--- src/rtl/read32_stream_arbiter.sv ---
// Round-robin burst arbiter feeding /dev/xillybus_read_32 from NUM_SRC standard FIFOs.
// Define STREAM_TRAILER_EN to append a {A5, grant, word count} trailer word after every burst.
module read32_stream_arbiter #(
    parameter int NUM_SRC   = 4,
    parameter int MAX_BURST = 64,
    parameter int OUT_DEPTH = 8
) (
    input  logic                   bus_clk,
    input  logic                   bus_rst_n,
    input  logic [NUM_SRC-1:0]     src_enable,
    input  logic [NUM_SRC-1:0]     src_empty,
    output logic [NUM_SRC-1:0]     src_rd_en,
    input  logic [32*NUM_SRC-1:0]  src_data,
    input  logic                   user_r_read_32_rden,
    output logic                   user_r_read_32_empty,
    output logic [31:0]            user_r_read_32_data,
    output logic                   user_r_read_32_eof,
    input  logic                   user_r_read_32_open,
    output logic                   busy
);

    localparam int SW = (NUM_SRC > 1) ? $clog2(NUM_SRC) : 1;
    localparam int AW = $clog2(OUT_DEPTH);
    localparam int CW = AW + 1;
    localparam logic [15:0]   MAX_WC  = 16'(MAX_BURST);
    localparam logic [CW-1:0] DEPTH_C = CW'(OUT_DEPTH);

    typedef enum logic [1:0] {
        S_IDLE,
        S_XFER,
`ifdef STREAM_TRAILER_EN
        S_TRAIL,
`endif
        S_DONE
    } state_t;

    state_t         state;
    logic [SW-1:0]  grant;
    logic [SW-1:0]  rr_ptr;
    logic [15:0]    wc;
    logic           inflight;
    logic [31:0]    mem [OUT_DEPTH];
    logic [AW-1:0]  wr_ptr;
    logic [AW-1:0]  rd_ptr;
    logic [CW-1:0]  count;

    logic [31:0]    src_word [NUM_SRC];
    logic [NUM_SRC-1:0] eligible;
    logic           any_elig;
    logic [SW-1:0]  next_grant;
    logic           src_ok;
    logic           room;
    logic           can_read;
    logic           burst_end;
    logic           wr_en;
    logic [31:0]    wr_data;
    logic           rd_fire;

    assign eligible = src_enable & ~src_empty;

    // NOTE: every always_comb output gets a default before any branch, so no latch can be inferred.
    always_comb begin
        any_elig   = 1'b0;
        next_grant = '0;
        // Walk from the farthest candidate back to rr_ptr so the nearest eligible source wins.
        for (int k = NUM_SRC - 1; k >= 0; k--) begin
            if (eligible[SW'((int'(rr_ptr) + k) % NUM_SRC)]) begin
                any_elig   = 1'b1;
                next_grant = SW'((int'(rr_ptr) + k) % NUM_SRC);
            end
        end
    end

    always_comb begin
        for (int i = 0; i < NUM_SRC; i++) begin
            src_word[i] = src_data[32*i +: 32];
        end
    end

    assign src_ok    = src_enable[grant] && !src_empty[grant] && (wc < MAX_WC);
    assign room      = (count + CW'(inflight)) < DEPTH_C;
    assign burst_end = (state == S_XFER) && !src_ok;

    // NOTE: the read strobe is decoded from registered state and the live empty flag; registering it
    // would act on a stale empty and could read past the end of a source FIFO.
    assign can_read = (state == S_XFER) && user_r_read_32_open && src_ok && room;

    always_comb begin
        src_rd_en = '0;
        if (can_read) src_rd_en[grant] = 1'b1;
    end

`ifdef STREAM_TRAILER_EN
    logic        trl_wr;
    logic [2:0]  grant3;
    assign grant3  = 3'(grant);
    assign trl_wr  = (state == S_TRAIL) && !inflight && (count != DEPTH_C);
    assign wr_en   = inflight || trl_wr;
    assign wr_data = inflight ? src_word[grant] : {8'hA5, 5'b0, grant3, wc};
`else
    assign wr_en   = inflight;
    assign wr_data = src_word[grant];
`endif

    assign rd_fire              = user_r_read_32_rden && (count != '0);
    assign user_r_read_32_empty = (count == '0);
    assign user_r_read_32_eof   = 1'b0;

    // NOTE: the storage array is deliberately not reset; count and the pointers define which entries are valid.
    always_ff @(posedge bus_clk) begin
        if (wr_en) mem[wr_ptr] <= wr_data;
    end

    always_ff @(posedge bus_clk or negedge bus_rst_n) begin
        if (!bus_rst_n) begin
            state               <= S_IDLE;
            grant               <= '0;
            rr_ptr              <= '0;
            wc                  <= '0;
            inflight            <= 1'b0;
            wr_ptr              <= '0;
            rd_ptr              <= '0;
            count               <= '0;
            busy                <= 1'b0;
            user_r_read_32_data <= '0;
        end else if (!user_r_read_32_open) begin
            // Closing the file flushes everything, including a word still on its way from a source.
            state    <= S_IDLE;
            rr_ptr   <= '0;
            inflight <= 1'b0;
            wr_ptr   <= '0;
            rd_ptr   <= '0;
            count    <= '0;
            busy     <= 1'b0;
        end else begin
            inflight <= can_read;
            if (wr_en) wr_ptr <= wr_ptr + AW'(1);
            if (rd_fire) begin
                rd_ptr              <= rd_ptr + AW'(1);
                user_r_read_32_data <= mem[rd_ptr];
            end
            unique case ({wr_en, rd_fire})
                2'b10:   count <= count + CW'(1);
                2'b01:   count <= count - CW'(1);
                default: count <= count;
            endcase

            unique case (state)
                S_IDLE: begin
                    if (any_elig) begin
                        grant <= next_grant;
                        wc    <= '0;
                        busy  <= 1'b1;
                        state <= S_XFER;
                    end
                end
                S_XFER: begin
                    // A full output FIFO only stalls here; the burst ends on source empty/disable or length.
                    if (can_read) begin
                        wc <= wc + 16'd1;
                    end else if (burst_end) begin
`ifdef STREAM_TRAILER_EN
                        state <= S_TRAIL;
`else
                        state <= S_DONE;
`endif
                    end
                end
`ifdef STREAM_TRAILER_EN
                S_TRAIL: begin
                    if (trl_wr) state <= S_DONE;
                end
`endif
                S_DONE: begin
                    rr_ptr <= (grant == SW'(NUM_SRC - 1)) ? '0 : grant + SW'(1);
                    busy   <= 1'b0;
                    state  <= S_IDLE;
                end
                default: state <= S_IDLE;
            endcase
        end
    end

endmodule

--- config.mk ---
export PLATFORM = sky130hd
export DESIGN_NAME = read32_stream_arbiter
export DESIGN_NICKNAME = d
export VERILOG_FILES = /design/src/rtl/read32_stream_arbiter.sv
export SDC_FILE = /design/constraint.sdc
export NUM_CORES = 1
export LEC_CHECK = 0
export CORE_MARGIN = 2
export CORE_UTILIZATION = 50
export DETAILED_ROUTE_END_ITERATION = 8
export PLACE_DENSITY = 0.74
export SKIP_CTS_REPAIR_TIMING = 1
export SYNTH_ARGS = -nofsm -noshare
export SYNTH_HDL_FRONTEND = slang
export SYNTH_SLANG_ARGS = --single-unit
--- constraint.sdc ---
create_clock -name bus_clk -period 3.64 [get_ports bus_clk]
set_input_delay 0.91 -clock bus_clk [delete_from_list [all_inputs] [get_ports bus_clk]]
set_output_delay 0.91 -clock bus_clk [all_outputs]
set_load 0.01 [all_outputs]
Yosys cells after proc, flatten, opt, wreduce, memory -nomap -nowiden --
Memory sizes are Yosys's and may differ from the RTL's. A register that Yosys moved wholly into a read port is not among the register bits. Index checks and enable logic that the tools add are counted.
Cells by class: equal/unequal tests 15, reductions and logical operators 20, muxes and demuxes 53, magnitude comparators 9, bitwise operators 3, add/subtract/negate cells 10
Operators by type and width (number):
- binary-select mux 32 bit (select 2 bit) | 1
- 2-to-1 mux 32 bit | 2
- 2-to-1 mux 16 bit | 2
- case mux 16 bit (2 select lines) | 1
- 2-to-1 mux 2 bit | 11
- 2-to-1 mux 1 bit | 20
- adder 16 x 1 -> 16 bit, second input constant | 1
- less-than comparator 16 x 7 -> 1 bit, second input constant | 1
- less-than comparator 2 x 4 -> 1 bit, second input constant | 4
- binary-select mux 1 bit (select 2 bit) | 6
- 2-to-1 mux 3 bit | 4
- inequality test 3 bit, second input constant | 3
- logical AND 1 bit | 8
- 2-to-1 mux 4 bit | 2
- case mux 4 bit (2 select lines) | 1
- adder 3 x 1 -> 3 bit, second input constant | 2
- equality test 2 bit, second input constant | 3
- inequality test 2 x 1 -> 1 bit, second input constant | 3
- inequality test 3 x 1 -> 1 bit, second input constant | 2
- AND reduction 3 bit | 2
- adder 2 x 1 -> 2 bit, second input constant | 2
- adder 2 bit, second input constant | 2
- adder 4 x 1 -> 4 bit | 1
- adder 4 x 1 -> 4 bit, second input constant | 1
- other kinds (20) | 25
Word-level totals: memories 1, output and inout port bits 39, register bits 34, word-level logic and storage cells 120, RAM bits 256
Memories:
- mem | words 8, width 32, rd ports 1, clocked after memory_dff 1, wr ports 1, RTL line 42 | logic [31:0] mem [OUT_DEPTH];

Logic depth before layout (Yosys ltp) --
word-level depth 12, depth in mapped cells 7, gate-level depth less buffers 7

Least setup slack after synthesis --
OpenSTA, ideal clock, no wires.
kind flip-flop to flip-flop, from register inflight, to memory mem[0][0], enable pin, required time 3.179 ns, data arrival time 2.805 ns, path slack 0.374 ns, setup time 0.461 ns, period minus slack after synthesis 3.266 ns, cell stages (with the launch flop) 4, path buffers 1, cells stage by stage dfrtp_1 -> buf_2 -> nand2b_1 -> nor3_1
On the way: cells in the longest elaborated chain, start to end 2
Ends and longest elaborated chain:
- from (decl) | RTL line 41 | logic inflight;
- from (signal assigned) | RTL line 136 | inflight <= can_read;
- 2-to-1 mux 1 bit | RTL line 111 | if (wr_en) mem[wr_ptr] <= wr_data;
- 2-to-1 mux 1 bit (implied by the code) | RTL line 111
- to (decl) | RTL line 42
Every way passes these cells.

Final worst setup path --
from input src_empty[0], to output src_rd_en[0]
On the way: cells in the longest elaborated chain, start to end 8
Ends and longest elaborated chain:
- from (decl) | RTL line 11 | input logic [NUM_SRC-1:0] src_empty,
- binary-select mux 1 bit (select 2 bit) | RTL line 80 | assign src_ok = src_enable[grant] && !src_empty[grant] && (wc < MAX_WC);
- 2-to-1 mux 1 bit (implied by the code) | RTL line 80
- zero test 1 bit | RTL line 80
- logical AND 1 bit (2 in a row) | RTL line 80
- logical AND 1 bit (2 in a row) | RTL line 86 | assign can_read = (state == S_XFER) && user_r_read_32_open && src_ok && room;
- 2-to-1 mux 4 bit | RTL line 90 | if (can_read) src_rd_en[grant] = 1'b1;
- to (decl) | RTL line 12 | output logic [NUM_SRC-1:0] src_rd_en,
Every way passes these cells. The select of a mux whose other input is x is not followed.

==> flow_metrics.tcl <==
set metrics [dict create \
    hold_ws_ns 0.4838 \
    syn-num-nets 845 \
    rows 59 \
    cts_max_path_buffers 3 \
    setup_slack_ns 0.1272 \
    die_y_um 167.0 \
    dieArea_mm2 0.02790 \
    cts.clk_slew.worst_paths_ns 0.06 \
    diodes 0 \
    cp_top_family "simple AND/OR/NAND/NOR gates" \
    firstDrtPassIters 4 \
    initial_utilization_pct 51.00 \
    place_ws_ns -0.2821 \
    crit_start "src_empty[0]" \
    hold_class "flip-flop to flip-flop" \
    cpMaxStageDelayCell "mux4_2" \
    synth_seq_cells 322 \
    min_delay_path_depth 2 \
    slew_headroom_pct 36.69 \
    finalCriticalPeriod_ns 3.513 \
    skew_ns 0.01842 \
    grt.total_usage_pct 18.99 \
    post-route-period-util_pct 96.50 \
    grt_pass1_vias 7456 \
    reg2regPathDepth 7 \
    port_buffers 177 \
    grt_pass1_wl_um 41190 \
    synth_cells 695 \
    critPathKind "input pin to output pin" \
    start_kind "input pin" \
    yosysUniqueCellTypes 40 \
    r2r-start "count[1]$_DFFE_PN0P_" \
    clkSinkCount 322 \
    critPathCaptureType "output pin" \
    synth_fa_ha_area_share_pct 0.9979 \
    yosysTopAreaCell "edfxtp_1" \
    synth.mux.area_fraction_pct 19.83 \
    r2r_slack_ns 1.08 \
    critPathRequiredTime_ns 2.73 \
    yosysSeqAreaShare_pct 70.27 \
    wirelength_um 25790 \
    dp_hpwl_um 15540 \
    crit_arrival_ns 2.60 \
    synth_simple_gate_area_share_pct 4.877 \
    drive_gt1_share_pct 21.13 \
    synth_top_family_by_area "multiplexers" \
    synth_top_area_share_pct 57.84 \
    vias_per_cell 5.581 \
    hold_violations 0 \
    slew_viol_final 0 \
    core_mm2 0.02606 \
    gp_congestion 0.7763 \
    finalCoreUtilization_pct 63.93 \
    fin_area_mm2 0.01666 \
    tightestPinTransition_ns 0.9496 \
    hold_end "user_r_read_32_data[17]$_DFFE_PN0P_" \
    cts-htree-levels 2 \
    most-common-layout-cells "edfxtp_1, clkdlybuf4s50_1, mux4_2, dfrtp_1, nand2_1" \
    p_per_area_mw_per_mm2 578.7 \
    areaGrowthSynthToFinish_pct 25.34 \
    max_freq_mhz 284.7 \
    mostFrequentLayoutCell "edfxtp_1" \
    ios 179 \
    leakagePower_nw 5.691 \
    cap_violations 0 \
    grt_max_degree 67 \
    critPathMaxStageDelay_ns 0.53 \
    min-delay-start "user_r_read_32_data[17]$_DFFE_PN0P_" \
    crit_buf_inv 2 \
    grt_overflow 0 \
    n_fill_cell 1815 \
    ant_nets 0 \
    nNetsFinal 1049 \
    die_w_um 167.0 \
    path_max_fanout 5 \
    cts_tree "yes" \
    synth_compound_area_share_pct 2.194 \
    yosysWarnings 0 \
    vias 7021 \
    rr_endpoint "count[3]$_DFFE_PN0P_" \
    synthTopCellsByArea "edfxtp_1, mux4_2, dfrtp_1" \
    path_cells "clkdlybuf4s50_1, nand2b_1, mux4_2, nor3_4, and2_1, dlymetal6s2s_1" \
    setup_viol 0 \
    antenna_found_initial 0 \
    drtIter0Drc 435 \
    cts_buffers 34 \
    status "completed" \
    finalSetupTns_ns 0 \
    wire_per_inst_um 20.50 \
    vdd_drop_max_mv 0.3898 \
    placed_area_mm2 0.01561 \
    drcViolationCount 0 \
    synth_xor_area_share_pct 0.4613 \
    rsz0062_at_grt "no" \
    clockRootBuffer "clkbuf_16" \
    syn_area_per_cell_um2 19.12 \
    synth.cell_area_mm2 0.01329 \
    clock_latency_ns 0.50 \
]
-- worst reg2reg max path, cell delays in order, from the launching register on --
cell     delay, ns
dfrtp_1       0.47
o41ai_1       0.70
nor2_1        0.22
ha_1          0.33
a21o_1        0.16
a21oi_1       0.17
mux2i_1       0.23
mux2i_1       0.20
-- Yosys cell counts, drive strengths merged --
master / count
nor4: 6
ha: 9
nand2b: 14
nor2: 9
nor2b: 9
fa: 1
o21a: 3
conb: 1
clkbuf: 18
nor4b: 2
dfrtp: 66
and2: 19
and3b: 2
mux4: 97
o31ai: 2
mux2i: 45
nor3: 5
nand3: 2
xnor2: 6
and3: 1
a21o: 1
nand2: 50
a21boi: 2
o41ai: 2
nand4: 3
edfxtp: 256
xor2: 1
nor3b: 1
inv: 3
buf: 19
o41a: 1
a21oi: 3
o21ai: 36
-- routing by layer --
metal | routed length (um) | track usage [%]
met1 | 10480 | 26.41
met2 | 13130 | 31.78
met3 | 1813 | 3.279
met4 | 369 | 4.573
met5 | 0 | 0
-- registers in the layout, summed over array words and instances, names as in the netlist --
name and flops:
rd_ptr 3, state 2, busy 1, rr_ptr 2, wr_ptr 3, user_r_read_32_data 32, inflight 1, wc 16
grant 2, count 4, mem 256
-- where the power goes --
group | total (W) | switching [W] | internal [W]
registers | 0.00459 | 0.000159 | 0.00443
clock network | 0.00317 | 0.00131 | 0.00186
logic | 0.00188 | 0.000919 | 0.000963
total | 0.00964 | 0.00239 | 0.00725
-- metrics by stage --
step	total power, W	std cells
5_1_grt	0.01006	1258
4_1_cts	0.009742	1257
3_5_place_dp	0.006566	1197
2_1_floorplan	0.005726	695
3_3_place_gp	0.006530	1197
6_report	0.009641	1258
-- area by class of cell --
type / count / area, um^2 / share of cell area, %
well taps: 335 / 419.2 / 2.516
repair buffers: 205 / 2014 / 12.09
multi-input cells: 333 / 3830 / 22.99
inverters: 3 / 13.76 / 0.08262
clock inverters: 15 / 110.1 / 0.6610
flip-flops and latches: 322 / 9348 / 56.11
clock buffers: 45 / 923.4 / 5.543
-- cell families (layout without fill, tap and decap cells) --
group,count (synthesis),count (layout)
AO/OA/AOI/OAI,50,50
XOR/XNOR,7,7
adder cells (fa/ha/maj),10,10
buffers and inverters,40,268
flip-flops,322,322
multiplexers,142,142
other,1,1
AND/OR/NAND/NOR,123,123
-- how the worst max path moves through the flow --
stage,cells after the start,to
after global routing,6,src_rd_en[2]
after global placement,6,src_rd_en[3]
final,6,src_rd_en[0]
after CTS,6,src_rd_en[0]
after detailed placement,6,src_rd_en[2]
after floorplan,3,mem[0][0]$_DFFE_PP_
Note: power is estimated with default switching activity, not from simulation.
